--- config.mk ---
export PLATFORM = sky130hd
export DESIGN_NAME = tmp_bitstream_decimator
export DESIGN_NICKNAME = d
export VERILOG_FILES = /design/src/rtl/tmp_bitstream_decimator.sv
export SDC_FILE = /design/constraint.sdc
export NUM_CORES = 1
export LEC_CHECK = 0
export ABC_AREA = 1
export CORE_ASPECT_RATIO = 0.5
export CORE_UTILIZATION = 35
export DETAILED_ROUTE_END_ITERATION = 8
export GPL_TIMING_DRIVEN = 0
export PLACE_DENSITY_LB_ADDON = 0.2
export SYNTH_ARGS = -nofsm -noshare
export SYNTH_HDL_FRONTEND = slang
export SYNTH_SLANG_ARGS = --single-unit
--- constraint.sdc ---
create_clock -name clk -period 4.05 [get_ports clk]
set_input_delay 0.81 -clock clk [delete_from_list [all_inputs] [get_ports clk]]
set_output_delay 0.81 -clock clk [all_outputs]
set_load 0.02 [all_outputs]
--- src/rtl/tmp_bitstream_decimator.sv ---
// Sigma-delta bitstream decimator for the temperature sensor loop.
// Optional second integrator (sinc2) enabled by defining TMP_DEC_CIC2_EN.
module tmp_bitstream_decimator #(
    parameter int OSR_LOG2   = 6,
    parameter int CONTINUOUS = 0
) (
    input  logic                    clk,
    input  logic                    reset,
    input  logic                    start,
    input  logic                    bit_stb,
    input  logic                    src_n,
    input  logic                    snk,
    output logic [2*OSR_LOG2+1:0]   code,
    output logic                    code_valid,
    input  logic                    code_ready,
    output logic                    busy,
    output logic                    err,
    output logic                    ovf
);

    localparam int AW = OSR_LOG2 + 2;
    localparam int CW = 2 * OSR_LOG2 + 2;
    localparam logic signed [AW-1:0] ONE = AW'(1);

    typedef enum logic [1:0] {
        IDLE,
        RUN,
        DONE
    } state_t;

    state_t               state;
    logic signed [AW-1:0] acc1;
    logic signed [AW-1:0] acc1_next;
    logic [OSR_LOG2-1:0]  cnt;
    logic signed [CW-1:0] result;
    logic                 take;
    logic                 last;
    logic                 clr;
    logic                 d_pos;
    logic                 d_neg;
    logic                 d_ill;
    logic                 load;

    // Decode the sample decision and the post-update first integrator.
    always_comb begin
        take      = (state == RUN) && bit_stb;
        d_pos     = !src_n && !snk;
        d_neg     = src_n && snk;
        d_ill     = !src_n && snk;
        last      = take && (cnt == '1);
        clr       = ((state == IDLE) && start) ||
                    ((state == DONE) && (CONTINUOUS != 0));
        load      = !code_valid || code_ready;
        acc1_next = acc1;
        if (d_pos) begin
            acc1_next = acc1 + ONE;
        end else if (d_neg) begin
            acc1_next = acc1 - ONE;
        end
    end

`ifdef TMP_DEC_CIC2_EN
    logic signed [CW-1:0] acc2;
    logic signed [CW-1:0] acc2_next;

    // Second integrator accumulates the running first-integrator value.
    always_comb begin
        acc2_next = acc2 + {{(CW-AW){acc1_next[AW-1]}}, acc1_next};
    end

    // Second integrator register, cleared with the window.
    always_ff @(posedge clk or posedge reset) begin
        if (reset) begin
            acc2 <= '0;
        end else if (clr) begin
            acc2 <= '0;
        end else if (take) begin
            acc2 <= acc2_next;
        end
    end

    assign result = acc2;
`else
    assign result = {{(CW-AW){acc1[AW-1]}}, acc1};
`endif

    // Window FSM with first integrator, counter and registered outputs.
    always_ff @(posedge clk or posedge reset) begin
        if (reset) begin
            state      <= IDLE;
            acc1       <= '0;
            cnt        <= '0;
            code       <= '0;
            code_valid <= 1'b0;
            busy       <= 1'b0;
            err        <= 1'b0;
            ovf        <= 1'b0;
        end else begin
            if (code_valid && code_ready) begin
                code_valid <= 1'b0;
            end
            unique case (state)
                IDLE: begin
                    if (start) begin
                        acc1  <= '0;
                        cnt   <= '0;
                        err   <= 1'b0;
                        busy  <= 1'b1;
                        state <= RUN;
                    end
                end
                RUN: begin
                    if (take) begin
                        acc1 <= acc1_next;
                        cnt  <= cnt + 1'b1;
                        if (d_ill) begin
                            err <= 1'b1;
                        end
                        if (last) begin
                            state <= DONE;
                        end
                    end
                end
                DONE: begin
                    if (load) begin
                        code       <= result;
                        code_valid <= 1'b1;
                    end else begin
                        ovf <= 1'b1;
                    end
                    if (CONTINUOUS != 0) begin
                        acc1  <= '0;
                        cnt   <= '0;
                        state <= RUN;
                    end else begin
                        busy  <= 1'b0;
                        state <= IDLE;
                    end
                end
                default: begin
                    state <= IDLE;
                end
            endcase
        end
    end

endmodule

==> results.md <==
* Max H-tree Level at 1
* GRT overflow at 0
* Core box area at 4120 um2
* Worst stage delay on the critical path at 0.49 ns
* Setup_tns at 0 ns
* Leakage at roughly 0.001 uW
* Worst Path Buf+Inv at 3
* GRT Util Overall at 14.4%
* First-pass GRT wire length at 5550 um
* DP Area at 1910 um2
* Cell Chain, Critical Path: clkdlybuf4s50_1 -> inv_1 -> ha_1 -> inv_1 -> ha_1 -> or2_2 -> nand3_1 -> nand3_1 -> nand3_1 -> nand2_1
* # port buffers at 24
* FF-to-FF path depth at 10
* Die ar. at between 4000 and 5000 um2
* Setup WS pre-CTS at 1.17 ns
* Final hold viol count at 0
* Vert. Die Dim at 49.8 um
* Critical Path Slowest Stage Cell: clkdlybuf4s50_1
* Vias per cell at 4.67
* Status: completed
* FF+latch count, synth at 28
* Distinct cells, synth at 26
* Worst-path maximum fanout at 6
* End of the worst register-to-register path: acc1[6]
* WS Path Type: in2reg
* DRC violations left at 0
* Startpoint Class: input port
* Pin count of the biggest net entering global routing at 29
* Fmax achieved at between 300 and 400 MHz
* Required time of the worst setup path at 4.23 ns
* Max IR drop VDD at 0.198 mV
* Drt wl/cell at 11.1 um
* Final #Nets at between 200 and 250
* Post-detail-place hpwl at between 2000 and 2500 um
* CTS tree: yes
* Minimum clock period at 2.58 ns
* Synthesized instance count at between 150 and 200
* R2R setup slack at 2.52 ns
* Post-synthesis sequential area ratio at 43.9%
* Post-CTS Hold Fix Bufs at 0
* Hold path start: ovf
* Hold depth at 1
* Clock sinks at 28
* Cell Pwr Density at 483 nW/um2
* Detail Route Antenna Nets at 0
* Detailed Routing Iterations Pass 1 at 5
* RR Startpoint: acc1[0]
* Max clock buf depth at 2
* Clk_lat worst skew at 0.28 ns
* Gates resized, CTS repair at 0
* Number of global-route vias before repair at roughly 1.3k
* Min setup slack post-route at 1.47 ns
* Max cap viols at 0
* Element type at the critical path end: register
* Slew Limit Fails at 0
* Final Cycle Share at 63.7%
* Setup-failing EPs final at 0
* Min Hold Slack at ~0.49 ns
* Hold Path Class: reg2reg
* Clk root buf: clkbuf_8
* Initial antenna violation count at 0
* # fillers at 419
* Final WL at between 3000 and 4000 um
* CP startpoint: snk
* Syn nets at 208
* Most Frequent Cell on Critical Path: nand3_1
* Inserted Diodes at 0
* Share of cells above drive strength 1 at 11.5%
* Die width at 97.6 um
* Num CTS Buffers at 3
* Utilization after layout at 47.2%
* CP arrival at 2.76 ns
* Syn Std Cell Area at 1600 um2
* Drt initial violations at 50
* Site Rows at 16
* P&R area growth vs syn at 21.8%
* Clock Skews at 0.00163 ns
* Endpoint, Worst Hold: ovf
* Post-CTS Repair Setup Buffers at 0
* RD Place Congestion at about 0.82
* Via count at 1271
* Ports at 25
* Final Instance Area at between 1500 and 2000 um2
* Family with the most delay on the worst path: buffers and inverters
* Unrepaired setup endpoints after global routing: false
* Yosys Warn Count at 0
* Syn_area_per_cell at 8.37 um2
* Slew margin rel. at between 20% and 30%
* Initial Util at 38.7%
* Worst-Margin Slew at 1.07 ns
* Clock Pin Slew Worst Setup and Hold Paths at 0.09 ns
## where the power goes
part | internal [uW] | switching, uW | leakage, uW | total [uW]
registers | 344 | 51.0 | 0.000357 | 395
logic | 159 | 230 | 0.000624 | 390
clock network | 67.0 | 88.2 | 0.0000216 | 155
## flip-flops by register name (all words and copies together) (netlist names)
register,cells
cnt,6
acc1,8
code,8
code_valid,1
err,1
ovf,1
state,2
busy,1
## Yosys cell counts (all sizes together)
cell / number / area share [%]
a21oi: 5 / 1.6
nand3b: 2 / 0.94
or2: 2 / 0.78
xor2: 2 / 1.1
dfrtp: 28 / 44
nand3: 12 / 3.8
buf: 7 / 3.5
nand2: 49 / 13
ha: 9 / 7.0
o21ai: 12 / 3.8
o21bai: 1 / 0.47
mux2: 4 / 3.3
nor2: 18 / 5.6
inv: 32 / 7.5
o22ai: 2 / 0.78
nand4: 3 / 1.2
xnor2: 1 / 0.55
and2: 1 / 0.39
fa: 1 / 1.3
## worst reg2reg max path: cells and delay by family, from the launching register on
kind | cells | cell delay [ns]
simple gates | 7 | 0.49
fa+ha+maj | 1 | 0.42
flops | 1 | 0.36
buf+inv | 2 | 0.17
## per-stage QoR
step                cells  total power [uW]
global route          272              1030
global placement      269               775
finish                272               940
detailed placement    269               789
floorplan             191               702
CTS                   272               946
## layer usage
metal | wire (um) | track usage [%] | share of wire [%] | vias to the layer above
met4 | 46 | 5.15 | 1.5 | 0
met5 | 0 | 0 | 0 | -
met3 | 108 | 3.40 | 3.6 | 5
met2 | 1380 | 24.0 | 46 | 21
met1 | 1480 | 18.4 | 49 | 595
li1 | - | - | - | 650
## cell usage in the layout, fill, tap and decap left out, drive strengths merged
cell / count
and2: 1
nand3b: 2
nand4: 3
clkdlybuf4s50: 24
o21ai: 12
inv: 32
a21oi: 5
dfrtp: 28
ha: 9
nor2: 18
or2: 2
o21bai: 1
fa: 1
nand2: 49
buf: 7
clkbuf: 3
xnor2: 1
mux2: 4
nand3: 12
o22ai: 2
xor2: 2
## worst max-delay path by stage
| stage | cells after the start | endpoint | slack [ns] |
|---|---|---|---|
| 2_1_floorplan | 9 | acc1[4] | 1.84 |
| 3_3_place_gp | 10 | acc1[7] | 1.21 |
| 3_5_place_dp | 10 | acc1[7] | 1.17 |
| 4_1_cts | 10 | acc1[7] | 1.47 |
| 5_1_grt | 10 | acc1[4] | 1.38 |
| 6_report | 10 | acc1[7] | 1.47 |
## cells by family (layout without fill, tap and decap cells)
family,count (synthesis),in the layout,synth area share (%)
AND/OR/NAND/NOR,87,87,25.3
buffers and inverters,39,66,11.0
flip-flops,28,28,43.9
AO/OA/AOI/OAI,20,20,6.58
adder cells (fa/ha/maj),10,10,8.30
multiplexers,4,4,3.29
XOR/XNOR,3,3,1.64
## cell type report
cell class                 instances  area, um2  area share, %
timing repair buffer              24        240           12.3
clock buffer                       3       41.3           2.12
multi-input combinational        124        721           37.0
buffer                             7       56.3           2.89
sequential                        28        701           36.0
tap                               54       67.6           3.47
inverter                          32        120           6.17
Power figures use the tool's default switching activity.
